===== config.mk =====
export PLATFORM = sky130hd
export DESIGN_NAME = vga_timing_gen
export DESIGN_NICKNAME = d
export VERILOG_FILES = /design/src/rtl/vga_pkg.sv /design/src/rtl/vga_delay_line.sv /design/src/rtl/vga_timing_gen.sv
export SDC_FILE = /design/constraint.sdc
export NUM_CORES = 1
export LEC_CHECK = 0
export BUFFER_PORTS_ARGS = -buffer_cell sky130_fd_sc_hd__buf_2
export CAP_MARGIN = 20
export CORE_MARGIN = 3
export CORE_UTILIZATION = 53
export CTS_CLUSTER_DIAMETER = 100
export DETAILED_ROUTE_END_ITERATION = 16
export PLACE_DENSITY = 0.8
export SKIP_CTS_REPAIR_TIMING = 1
export SLEW_MARGIN = 20
export SYNTH_ARGS = -nofsm -noshare
export SYNTH_HDL_FRONTEND = slang
export SYNTH_SLANG_ARGS = --single-unit

===== constraint.sdc =====
create_clock -name sys_clk_i -period 2.05 [get_ports sys_clk_i]
set_input_delay 0.1025 -clock sys_clk_i [delete_from_list [all_inputs] [get_ports sys_clk_i]]
set_output_delay 0.1025 -clock sys_clk_i [all_outputs]
set_load 0.02 [all_outputs]

===== src/rtl/vga_pkg.sv =====
// ============================================================================
// Module  : vga_pkg
// Purpose : Shared constants and types for the VGA/HDMI timing path.
//           RGB565 colour constants, a timing-set struct, and the CEA
//           1080p60 and 720p60 timing sets.
// Revision: 1.0 - initial release
// ============================================================================
`default_nettype none

package vga_pkg;

  // RGB565 colour constants
  localparam logic [15:0] c_RGB565_BLACK = 16'h0000;
  localparam logic [15:0] c_RGB565_WHITE = 16'hFFFF;
  localparam logic [15:0] c_RGB565_RED   = 16'hF800;
  localparam logic [15:0] c_RGB565_GREEN = 16'h07E0;
  localparam logic [15:0] c_RGB565_BLUE  = 16'h001F;

  // One complete horizontal + vertical timing set
  typedef struct packed {
    logic [11:0] h_sync;
    logic [11:0] h_back;
    logic [11:0] h_valid;
    logic [11:0] h_front;
    logic [11:0] v_sync;
    logic [11:0] v_back;
    logic [11:0] v_valid;
    logic [11:0] v_front;
  } vga_timing_t;

  // CEA 1080p60: 148.5 MHz, 2200 x 1125 total
  localparam vga_timing_t c_TIMING_1080P60 = '{
    h_sync: 12'd44, h_back: 12'd148, h_valid: 12'd1920, h_front: 12'd88,
    v_sync: 12'd5,  v_back: 12'd36,  v_valid: 12'd1080, v_front: 12'd4
  };

  // CEA 720p60: 74.25 MHz, 1650 x 750 total
  localparam vga_timing_t c_TIMING_720P60 = '{
    h_sync: 12'd40, h_back: 12'd220, h_valid: 12'd1280, h_front: 12'd110,
    v_sync: 12'd5,  v_back: 12'd20,  v_valid: 12'd720,  v_front: 12'd5
  };

endpackage

`default_nettype wire


===== src/rtl/vga_delay_line.sv =====
// ============================================================================
// Module  : vga_delay_line
// Purpose : DEPTH x WIDTH shift register with synchronous reset value.
//           Used to align sync/enable flags with returned pixel data.
// Ports   : clk  - clock
//           rst  - synchronous active-high reset (loads RST_VAL everywhere)
//           i_d  - input word
//           o_q  - input word delayed by DEPTH clocks
// Revision: 1.0 - initial release
// ============================================================================
`default_nettype none

module vga_delay_line #(
  parameter int               DEPTH   = 1,
  parameter int               WIDTH   = 1,
  parameter logic [WIDTH-1:0] RST_VAL = '0
) (
  input  logic             clk,
  input  logic             rst,
  input  logic [WIDTH-1:0] i_d,
  output logic [WIDTH-1:0] o_q
);

  logic [WIDTH-1:0] r_pipe [DEPTH];

  always_ff @(posedge clk) begin
    if (rst) begin
      for (int i = 0; i < DEPTH; i++) r_pipe[i] <= RST_VAL;
    end else begin
      r_pipe[0] <= i_d;
      for (int i = 1; i < DEPTH; i++) r_pipe[i] <= r_pipe[i-1];
    end
  end

  assign o_q = r_pipe[DEPTH-1];

endmodule

`default_nettype wire


===== src/rtl/vga_timing_gen.sv =====
// ============================================================================
// Module  : vga_timing_gen
// Purpose : Display timing master. Runs line/frame counters, issues pixel
//           coordinate requests to a picture source, and re-aligns the
//           returned RGB565 data with delayed hsync/vsync/de so that every
//           output is PIX_LAT+2 clocks behind the counters.
// Macro   : VGA_TIMING_STATUS_EN - enables sof_o pulse and frame_cnt_o.
//           When undefined both outputs are tied to 0.
// Ports   : sys_clk_i   - pixel clock
//           rst_i       - synchronous active-high reset
//           pix_req_o   - pixel request (coordinates valid)
//           pix_x_o/y_o - active-area coordinates, 0 when no request
//           pix_data_i  - RGB565 returned PIX_LAT clocks after request
//           hsync_o, vsync_o, de_o, rgb_o - aligned display outputs
//           frame_cnt_o - frame counter (status build)
//           sof_o       - start-of-frame pulse (status build)
// Revision: 1.0 - initial release
// ============================================================================
`default_nettype none

module vga_timing_gen
  import vga_pkg::*;
#(
  parameter int H_SYNC   = int'(c_TIMING_1080P60.h_sync),
  parameter int H_BACK   = int'(c_TIMING_1080P60.h_back),
  parameter int H_VALID  = int'(c_TIMING_1080P60.h_valid),
  parameter int H_FRONT  = int'(c_TIMING_1080P60.h_front),
  parameter int V_SYNC   = int'(c_TIMING_1080P60.v_sync),
  parameter int V_BACK   = int'(c_TIMING_1080P60.v_back),
  parameter int V_VALID  = int'(c_TIMING_1080P60.v_valid),
  parameter int V_FRONT  = int'(c_TIMING_1080P60.v_front),
  parameter bit SYNC_POL = 1'b1,
  parameter int PIX_LAT  = 1
) (
  input  logic        sys_clk_i,
  input  logic        rst_i,
  output logic        pix_req_o,
  output logic [11:0] pix_x_o,
  output logic [11:0] pix_y_o,
  input  logic [15:0] pix_data_i,
  output logic        hsync_o,
  output logic        vsync_o,
  output logic        de_o,
  output logic [15:0] rgb_o,
  output logic [15:0] frame_cnt_o,
  output logic        sof_o
);

  localparam int H_TOTAL = H_SYNC + H_BACK + H_VALID + H_FRONT;
  localparam int V_TOTAL = V_SYNC + V_BACK + V_VALID + V_FRONT;

  localparam logic [11:0] c_H_LAST      = 12'(H_TOTAL - 1);
  localparam logic [11:0] c_V_LAST      = 12'(V_TOTAL - 1);
  localparam logic [11:0] c_H_SYNC_END  = 12'(H_SYNC);
  localparam logic [11:0] c_V_SYNC_END  = 12'(V_SYNC);
  localparam logic [11:0] c_H_ACT_START = 12'(H_SYNC + H_BACK);
  localparam logic [11:0] c_V_ACT_START = 12'(V_SYNC + V_BACK);
  localparam logic [11:0] c_H_ACT_END   = 12'(H_SYNC + H_BACK + H_VALID);
  localparam logic [11:0] c_V_ACT_END   = 12'(V_SYNC + V_BACK + V_VALID);

  if (H_TOTAL > 4095 || V_TOTAL > 4095) begin : g_bad_total
    $error("vga_timing_gen: H or V total exceeds 12-bit counter range");
  end
  if (PIX_LAT < 1 || PIX_LAT > 4) begin : g_bad_lat
    $error("vga_timing_gen: PIX_LAT must be in 1..4");
  end

  // --------------------------------------------------------------------------
  // Line / frame counters
  // --------------------------------------------------------------------------
  logic [11:0] r_h_cnt;
  logic [11:0] r_v_cnt;

  always_ff @(posedge sys_clk_i) begin
    if (rst_i) begin
      r_h_cnt <= '0;
      r_v_cnt <= '0;
    end else if (r_h_cnt == c_H_LAST) begin
      r_h_cnt <= '0;
      r_v_cnt <= (r_v_cnt == c_V_LAST) ? 12'd0 : r_v_cnt + 12'd1;
    end else begin
      r_h_cnt <= r_h_cnt + 12'd1;
    end
  end

  // Region decode on the live counters
  logic w_hs_raw, w_vs_raw, w_h_act, w_v_act, w_req;

  assign w_hs_raw = (r_h_cnt < c_H_SYNC_END);
  assign w_vs_raw = (r_v_cnt < c_V_SYNC_END);
  assign w_h_act  = (r_h_cnt >= c_H_ACT_START) && (r_h_cnt < c_H_ACT_END);
  assign w_v_act  = (r_v_cnt >= c_V_ACT_START) && (r_v_cnt < c_V_ACT_END);
  assign w_req    = w_h_act && w_v_act;

  // --------------------------------------------------------------------------
  // Request stage: coordinates to the source, raw syncs carried alongside
  // --------------------------------------------------------------------------
  logic        r_pix_req, r_hs_req, r_vs_req;
  logic [11:0] r_pix_x, r_pix_y;

  always_ff @(posedge sys_clk_i) begin
    if (rst_i) begin
      r_pix_req <= 1'b0;
      r_hs_req  <= 1'b0;
      r_vs_req  <= 1'b0;
      r_pix_x   <= '0;
      r_pix_y   <= '0;
    end else begin
      r_pix_req <= w_req;
      r_hs_req  <= w_hs_raw;
      r_vs_req  <= w_vs_raw;
      r_pix_x   <= w_req ? (r_h_cnt - c_H_ACT_START) : 12'd0;
      r_pix_y   <= w_req ? (r_v_cnt - c_V_ACT_START) : 12'd0;
    end
  end

  assign pix_req_o = r_pix_req;
  assign pix_x_o   = r_pix_x;
  assign pix_y_o   = r_pix_y;

  // --------------------------------------------------------------------------
  // Alignment: flags wait PIX_LAT clocks in the delay line so the request
  // flag lines up with pix_data_i; the output register adds the final clock.
  // Bit map: [0] request, [1] vs, [2] hs, [3] sof (status build only).
  // --------------------------------------------------------------------------
`ifdef VGA_TIMING_STATUS_EN
  localparam int c_DL_W = 4;
  logic r_sof_req;

  always_ff @(posedge sys_clk_i) begin
    if (rst_i) r_sof_req <= 1'b0;
    else       r_sof_req <= (r_h_cnt == 12'd0) && (r_v_cnt == 12'd0);
  end

  logic [c_DL_W-1:0] w_dl_in;
  assign w_dl_in = {r_sof_req, r_hs_req, r_vs_req, r_pix_req};
`else
  localparam int c_DL_W = 3;
  logic [c_DL_W-1:0] w_dl_in;
  assign w_dl_in = {r_hs_req, r_vs_req, r_pix_req};
`endif

  logic [c_DL_W-1:0] w_dl_out;

  vga_delay_line #(
    .DEPTH   (PIX_LAT),
    .WIDTH   (c_DL_W),
    .RST_VAL ('0)
  ) u_align (
    .clk (sys_clk_i),
    .rst (rst_i),
    .i_d (w_dl_in),
    .o_q (w_dl_out)
  );

  // Output stage
  logic        r_hsync, r_vsync, r_de;
  logic [15:0] r_rgb;

  always_ff @(posedge sys_clk_i) begin
    if (rst_i) begin
      r_hsync <= ~SYNC_POL;
      r_vsync <= ~SYNC_POL;
      r_de    <= 1'b0;
      r_rgb   <= c_RGB565_BLACK;
    end else begin
      r_hsync <= w_dl_out[2] ^ ~SYNC_POL;
      r_vsync <= w_dl_out[1] ^ ~SYNC_POL;
      r_de    <= w_dl_out[0];
      // Blank outside requested pixels so stray source data never leaks out
      r_rgb   <= w_dl_out[0] ? pix_data_i : c_RGB565_BLACK;
    end
  end

  assign hsync_o = r_hsync;
  assign vsync_o = r_vsync;
  assign de_o    = r_de;
  assign rgb_o   = r_rgb;

  // --------------------------------------------------------------------------
  // Status: start-of-frame pulse and frame counter
  // --------------------------------------------------------------------------
`ifdef VGA_TIMING_STATUS_EN
  logic        r_sof;
  logic [15:0] r_frame_cnt;

  always_ff @(posedge sys_clk_i) begin
    if (rst_i) begin
      r_sof       <= 1'b0;
      r_frame_cnt <= '0;
    end else begin
      r_sof <= w_dl_out[3];
      if (r_sof) r_frame_cnt <= r_frame_cnt + 16'd1;
    end
  end

  assign sof_o       = r_sof;
  assign frame_cnt_o = r_frame_cnt;
`else
  assign sof_o       = 1'b0;
  assign frame_cnt_o = '0;
`endif

endmodule

`default_nettype wire


# Word level (Yosys, flattened, before mapping)
# Memory sizes are Yosys's and may differ from the RTL's.
# Cells that the tools add are included.
# totals
latchBits,0
wordCells,39
output_inout_bits,61
inputBits,18
ramBits,3
register_bits,70
mem_bits_ro,0
n_memories,1
# mem_list
name,words,word_bits,read_ports,rd_clocked_by_memory_dff,wr,line_no,rtl
u_align.r_pipe,1,3,1,0,1,vga_delay_line.sv:24,logic [WIDTH-1:0] r_pipe [DEPTH];
# op_classes
n_mul,0
n_addsub,4
shifts,0
n_mux,6
eq_ne,2
div_mod_pow,0
n_bitwise,2
n_lt_le_gt_ge,6
n_reduce_logical,7
# op_table
operator,count
$add 12x1->12 const B,2
$eq 12x11->1 const B,1
$eq 12x12->1 const B,1
$ge 12x6->1 const B,1
$ge 12x8->1 const B,1
$lt 12x11->1 const B,1
$lt 12x12->1 const B,1
$lt 12x3->1 const B,1
$lt 12x6->1 const B,1
$mux 12,1
$sub 12x6->12 const B,1
$sub 12x8->12 const B,1
$reduce_or 2->1,3
$mux 1,4
$logic_and 1x1->1,3
$mux 3,1
$reduce_or 3->1,1
$not 1->1,2

# Logic depth before layout (Yosys ltp)
# logic_depth
ltp_word,5
ltp_mapped,7
ltp_nobuf,6

# Hierarchy
# Synthesis repeated with hierarchy kept, for this count alone.
# unflattened
hier_cells,315
hier_area_um2,2936.6
# by_module_without_submodules
mod,seq_area_each_um2,cells_per_inst,area_each_um2,instances
vga_timing_gen,1401.3,309,2857.7,1
vga_delay_line,60.1,6,78.8,1

# Worst setup path before layout
# Ideal clock, no wire load.
# synth_timing
kind,reg-to-reg
from,register r_v_cnt[0]
to,register r_pix_x[6] (netlist: pix_x_o[6])
n_path_buf,1
t_required_ns,1.928
stages_incl_launch_ff,8
setup_time_ns,0.122
arrival_ns,1.665
setup_slack_ns,0.262
synth_period_minus_slack_ns,1.788
path_cell_list,dfxtp_1 > inv_1 > ha_1 > nor2b_1 > o21ai_1 > o31ai_4 > buf_4 > nor3_1
# synth_via
elab_chain_len,5
word_cells_on_any_way,6
classes_between,order compare: 2; bitwise: 1; reduce/logical: 3
# synth_lines
item,line_no,rtl
from (decl),vga_timing_gen.sv:72,logic [11:0] r_v_cnt;
from (signal assigned),vga_timing_gen.sv:80,r_v_cnt <= (r_v_cnt == c_V_LAST) ? 12'd0 : r_v_cnt + 12'd1;
$ge 12x6->1 or $lt 12x11->1 (tied branches),vga_timing_gen.sv:92,assign w_v_act = (r_v_cnt >= c_V_ACT_START) && (r_v_cnt < c_V_ACT_END);
$logic_and 1x1->1 *,vga_timing_gen.sv:92,
$logic_and 1x1->1 *,vga_timing_gen.sv:93,assign w_req = w_h_act && w_v_act;
$not 1->1 (no source line) *,--,
$reduce_or 2->1 (no source line) *,--,
to (signal assigned),vga_timing_gen.sv:112,r_pix_x <= w_req ? (r_h_cnt - c_H_ACT_START) : 12'd0;
to (decl),vga_timing_gen.sv:99,"logic [11:0] r_pix_x, r_pix_y;"
# Every way passes the cells marked *; elsewhere a longest branch is shown, timed or not.
# A chain may end at the register's enable or synchronous reset.

# Final worst setup path
# layout_timing
from,register r_h_cnt[0]
to,register r_v_cnt[7]
# layout_via
elab_chain_len,1
# layout_lines
item,line_no,rtl
from (decl),vga_timing_gen.sv:71,logic [11:0] r_h_cnt;
from (signal assigned),vga_timing_gen.sv:82,r_h_cnt <= r_h_cnt + 12'd1;
$eq 12x12->1,vga_timing_gen.sv:78,end else if (r_h_cnt == c_H_LAST) begin
# Every way passes these cells.

==> results.md <==
Power and ir drop:
- The worst-case IR drop observed on VDD is 0.0004674 V.
- The static power due to leakage is 1.628 nW.
- Summed over all nets, the switching power comes to 666.2 uW.
- Power comes to 2.600 mW.
- The proportion of power drawn by combinational gates is 4.0%.
- The share of total power in the clock network is 40.9%.
- Sequential cells burn 55.2% of the power.
- Net switching is 25.62% of the power.
- For this design the ratio of total power to cell area is 683.6 mW/mm^2.
- The internal power of the cells totals 1.934 mW.

Synthesis:
- Of the total synthesized cell area, the portion taken by AND, OR, NAND and NOR gates is 25.98%.
- Summed over all instances, the cell type with the most area after synthesis is sky130_fd_sc_hd__dfxtp_1.
- The count of flip-flops with a built-in enable after synthesis is 0.
- Summing the sequential cell areas from Yosys gives 46.33% of the chip area.
- The share of synthesized cell area in full adder, half adder and majority cells is 3.967%.
- The total of flip-flops plus latches after synthesis is 73.
- The main combinational cell family by area after synthesis is simple AND/OR/NAND/NOR gates.
- Sorting the synthesized cells by area gives the leading types as sky130_fd_sc_hd__dfxtp_1 46%, sky130_fd_sc_hd__buf_4 5.2%, sky130_fd_sc_hd__ha_1 4.0%.
- The count of warnings emitted by yosys is 0.
- Summing the areas of all compound-gate instances in the mapped netlist gives 8.528% of the synthesized area.
- Among all flip-flop cells after synthesis, the most frequent one is sky130_fd_sc_hd__dfxtp_1.
- After Yosys synthesis, XOR and XNOR cells account for 6.109% of the synthesized area.
- In this run the cell area of the synthesized design comes to 0.003154 mm^2.
- The top cell type by area accounts for 46.33% of the synthesized area.
- The synthesized instance count is 328.
- The portion of synthesized area spent on multiplexers is 0%.
- The count of cell types in the netlist is 45.
- A synthesized cell averages 9.617 um^2.
- The share of synthesized registers carrying an async set or reset is 0%.

Critical path:
- The setup path with the least slack is of type flip-flop to flip-flop.
- On the worst path, the slowest cell contributes a delay of 0.55 ns.
- The worst setup path startpoint is r_h_cnt[0].
- The critical register-to-register path startpoint is r_h_cnt[0].
- The cell with the biggest individual delay on the critical path is sky130_fd_sc_hd__or4b_1.
- The capturing element type of the critical path is a flip-flop.
- On the critical path the largest part of the delay comes from simple AND/OR/NAND/NOR gates.
- Data on the critical path arrives at its endpoint at 2.19 ns.
- The maximum fanout along the worst path is 14.
- Together, buffers and inverters on the worst path number 0.
- Walking the worst path, the cells encountered are ha_1 > and4bb_1 > nand3_4 > or4b_1 > a21oi_1.
- For the worst setup path, the data required time is 2.34 ns.
- The kind of launch point of the worst setup path is a flip-flop.

Global routing:
- The overall routing resource usage is 17.72%.
- The first-pass GRT wire length is 9853 um.
- The number of global-route vias before repair came to 2150.
- The total grt overflow is 0.
- The number of antenna violations at the first check in global routing was 0.
- Entering global routing, the biggest net connects 26 pins.

Routing:
- The detailed-route via count is 2488.
- The first-pass iteration count of the detailed router is 4.
- For this block, the initial DRC count from the detailed router was 115.
- The remaining antenna violation count after routing is 0.
- For this block, the routed nets add up to 6670 um of wire.
- For this run, design rule violations remaining after detail routing come to 0.
- After detailed routing, the average wire length per cell comes to 13.87 um.
- The post-detailed-route via-to-cell ratio is 5.173.

Run:
- The tool flagged a number of max-cap violations equal to 0.

Layout:
- The final standard cell utilization of the core is 67.42%.
- The number of diodes added for antenna fixing is 0.
- Cells with a size suffix above 1 make up 25.43% of the layout.
- The post-synthesis to final-layout area growth is 20.59%.
- The fill cell instance count of the final layout is 421.
- In the final design database the tool counted 432 nets.
- The finished cells cover 0.003804 mm^2.

CTS:
- The total number of H-tree levels is 3.
- CTS placed an instance of sky130_fd_sc_hd__clkbuf_8 at the clock tree root.
- Counting the buffers created by CTS gives 9.
- The CTS tree is built.
- The number of sinks driven by the clock tree is 73.
- The buffer depth of the longest clock path is 2.
- The clock transition at the register clock pins on the worst setup and hold paths after CTS is 0.08 ns.
- Clock latency on the worst-skew pair, taken at its later pin, is 0.36 ns.

Placed design:
- The total cell area at the placement stage is 0.003450 mm^2.
- The count of buffers added on input and output ports is 61.
- The pre-CTS setup slack is 0.1288 ns.
- Detailed placement ended at an HPWL of 4194 um.
- At the end of routability-driven placement, the weighted congestion stood at 0.8473.

Timing:
- The setup TNS is 0 ns.
- The count of final max-slew check failures is 0.
- The post-route worst setup slack is 0.1543 ns.
- The worst path uses 92.47% of the clock period.
- For the pin with the worst max-slew slack, the measured transition is 0.6195 ns.
- For this run, the top clock speed supported by timing is 527.5 MHz.
- Setup repair after global routing left no endpoint under its margin.
- The final hold violation count is 0.
- For the finished layout, the period the worst path requires is 1.896 ns.
- The setup violation total in the final timing report is 0.
- For the final database, setup skew stands at 0.006369 ns.
- In this run the tightest slew margin relative to its limit is 58.32%.

Worst hold path:
- The tightest min-delay check is of the input port to flip-flop type.
- The launch instance of the worst min-delay path is rst_i.

Floorplanning:
- The floorplan step defined a core boundary enclosing 0.005642 mm^2.
- 79 I/O pins were placed.
- The count of standard-cell rows is 27.
- The initial standard-cell utilization of the core is 55.91%.
- The die height is 83.15 um.
- The die covers 0.006913 mm^2.
- In this run the horizontal extent of the chip is 83.15 um.

Outcome:
- The run finished with clean final reports.
-- routing by layer --
layer	vias to the layer above	global-route usage, %	share of wire, %
met5	-	0	0
met4	0	9.658	2.4
met3	15	5.556	8.5
met2	113	26.90	47
met1	1125	22.34	42
li1	1235	-	-
-- final timing paths --
kind | depth (start not counted) | end | slack [ns]
max | 5 | r_v_cnt[7] | 0.15
min | 3 | r_v_cnt[7] | 0.13
max reg2reg | 5 | r_v_cnt[7] | 0.15
min reg2reg | 1 | vsync_o | 0.45
-- cell families after synthesis --
kind of cell / count (synthesis)
and+or+nand+nor: 133
buffers and inverters: 47
DFF: 73
adders and majority gates: 10
other: 1
AOI/OAI and AO/OA: 42
xor gates and xnor gates: 22
-- power by group through the flow --
| stage | combinational (mW) | clock [mW] | sequential (mW) |
|---|---|---|---|
| finish | 0.103 | 1.06 | 1.43 |
| global route | 0.113 | 1.15 | 1.44 |
| CTS | 0.0769 | 1.08 | 1.43 |
| detailed placement | 0.0764 | 0 | 1.47 |
| global placement | 0.0761 | 0 | 1.47 |
| floorplan | 0.0755 | 0 | 1.47 |
-- synth_stat cells, types with 2 or more instances --
cell / instances
sky130_fd_sc_hd__ha_1: 10
sky130_fd_sc_hd__nor3_2: 10
sky130_fd_sc_hd__and2_1: 16
sky130_fd_sc_hd__buf_2: 7
sky130_fd_sc_hd__o211ai_1: 2
sky130_fd_sc_hd__nand4_1: 6
sky130_fd_sc_hd__nor2_1: 19
sky130_fd_sc_hd__o31ai_1: 4
sky130_fd_sc_hd__inv_1: 12
sky130_fd_sc_hd__o21ai_0: 12
sky130_fd_sc_hd__nand2_1: 16
sky130_fd_sc_hd__xnor2_1: 13
sky130_fd_sc_hd__nor3_4: 2
sky130_fd_sc_hd__xor2_1: 9
sky130_fd_sc_hd__dfxtp_1: 73
sky130_fd_sc_hd__or3_1: 9
sky130_fd_sc_hd__nand3_1: 5
sky130_fd_sc_hd__or4b_1: 2
sky130_fd_sc_hd__nand3_2: 2
sky130_fd_sc_hd__nor3_1: 18
sky130_fd_sc_hd__buf_4: 22
sky130_fd_sc_hd__and3_1: 5
sky130_fd_sc_hd__nand2b_1: 2
sky130_fd_sc_hd__or4_1: 3
sky130_fd_sc_hd__clkbuf_1: 4
sky130_fd_sc_hd__buf_6: 2
sky130_fd_sc_hd__a21oi_1: 15
sky130_fd_sc_hd__o2111ai_1: 2
sky130_fd_sc_hd__nor2b_1: 8
sky130_fd_sc_hd__nor4_1: 3
-- worst min-delay path, stage by stage --
cell and delay, ns:
sky130_fd_sc_hd__buf_2 0.09, sky130_fd_sc_hd__buf_4 0.20, sky130_fd_sc_hd__a21oi_1 0.06
-- state kept, by name, summed over array words and instances (netlist names) --
register	flops
r_v_cnt	12
hsync_o	1
rgb_o	16
r_vs_req	1
pix_y_o	12
r_hs_req	1
pix_x_o	12
u_align.r_pipe	3
r_h_cnt	12
vsync_o	1
de_o	1
pix_req_o	1
-- layout by cell type, fill, tap and decap left out, drive strengths merged, types with 2 or more instances in the layout --
cell | netlist | layout
dfxtp | 73 | 73
buf | 31 | 68
nor3 | 30 | 30
nor2 | 19 | 19
conb | 1 | 17
and2 | 16 | 16
nand2 | 16 | 16
dlygate4sd3 | 0 | 16
inv | 12 | 16
a21oi | 15 | 15
xnor2 | 13 | 13
o21ai | 13 | 13
ha | 10 | 10
or3 | 9 | 9
xor2 | 9 | 9
clkbuf | 4 | 9
nor2b | 8 | 8
nand4 | 7 | 7
nand3 | 7 | 7
and3 | 6 | 6
o31ai | 5 | 5
nor4 | 3 | 3
or4 | 3 | 3
clkinvlp | 0 | 3
nand2b | 2 | 2
or4b | 2 | 2
o2111ai | 2 | 2
o211ai | 2 | 2
and4bb | 2 | 2
-- stage by stage --
step,std cells,hold WS [ns]
floorplan,344,0.2242
global placement,449,0.3012
detailed placement,449,0.3052
CTS,465,-0.07524
global route,481,0.1375
finish,481,0.1332
-- final cells by class --
class / count / area, um^2 / share of cell area (%)
tap: 72 / 90.09 / 2.368
sequential: 73 / 1461 / 38.42
clock inverter: 7 / 62.56 / 1.645
inverter: 12 / 45.04 / 1.184
timing repair buffer: 84 / 543.0 / 14.28
clock buffer: 9 / 123.9 / 3.257
multi-input combinational: 224 / 1478 / 38.85
Note: power is estimated with default switching activity, not from simulation.
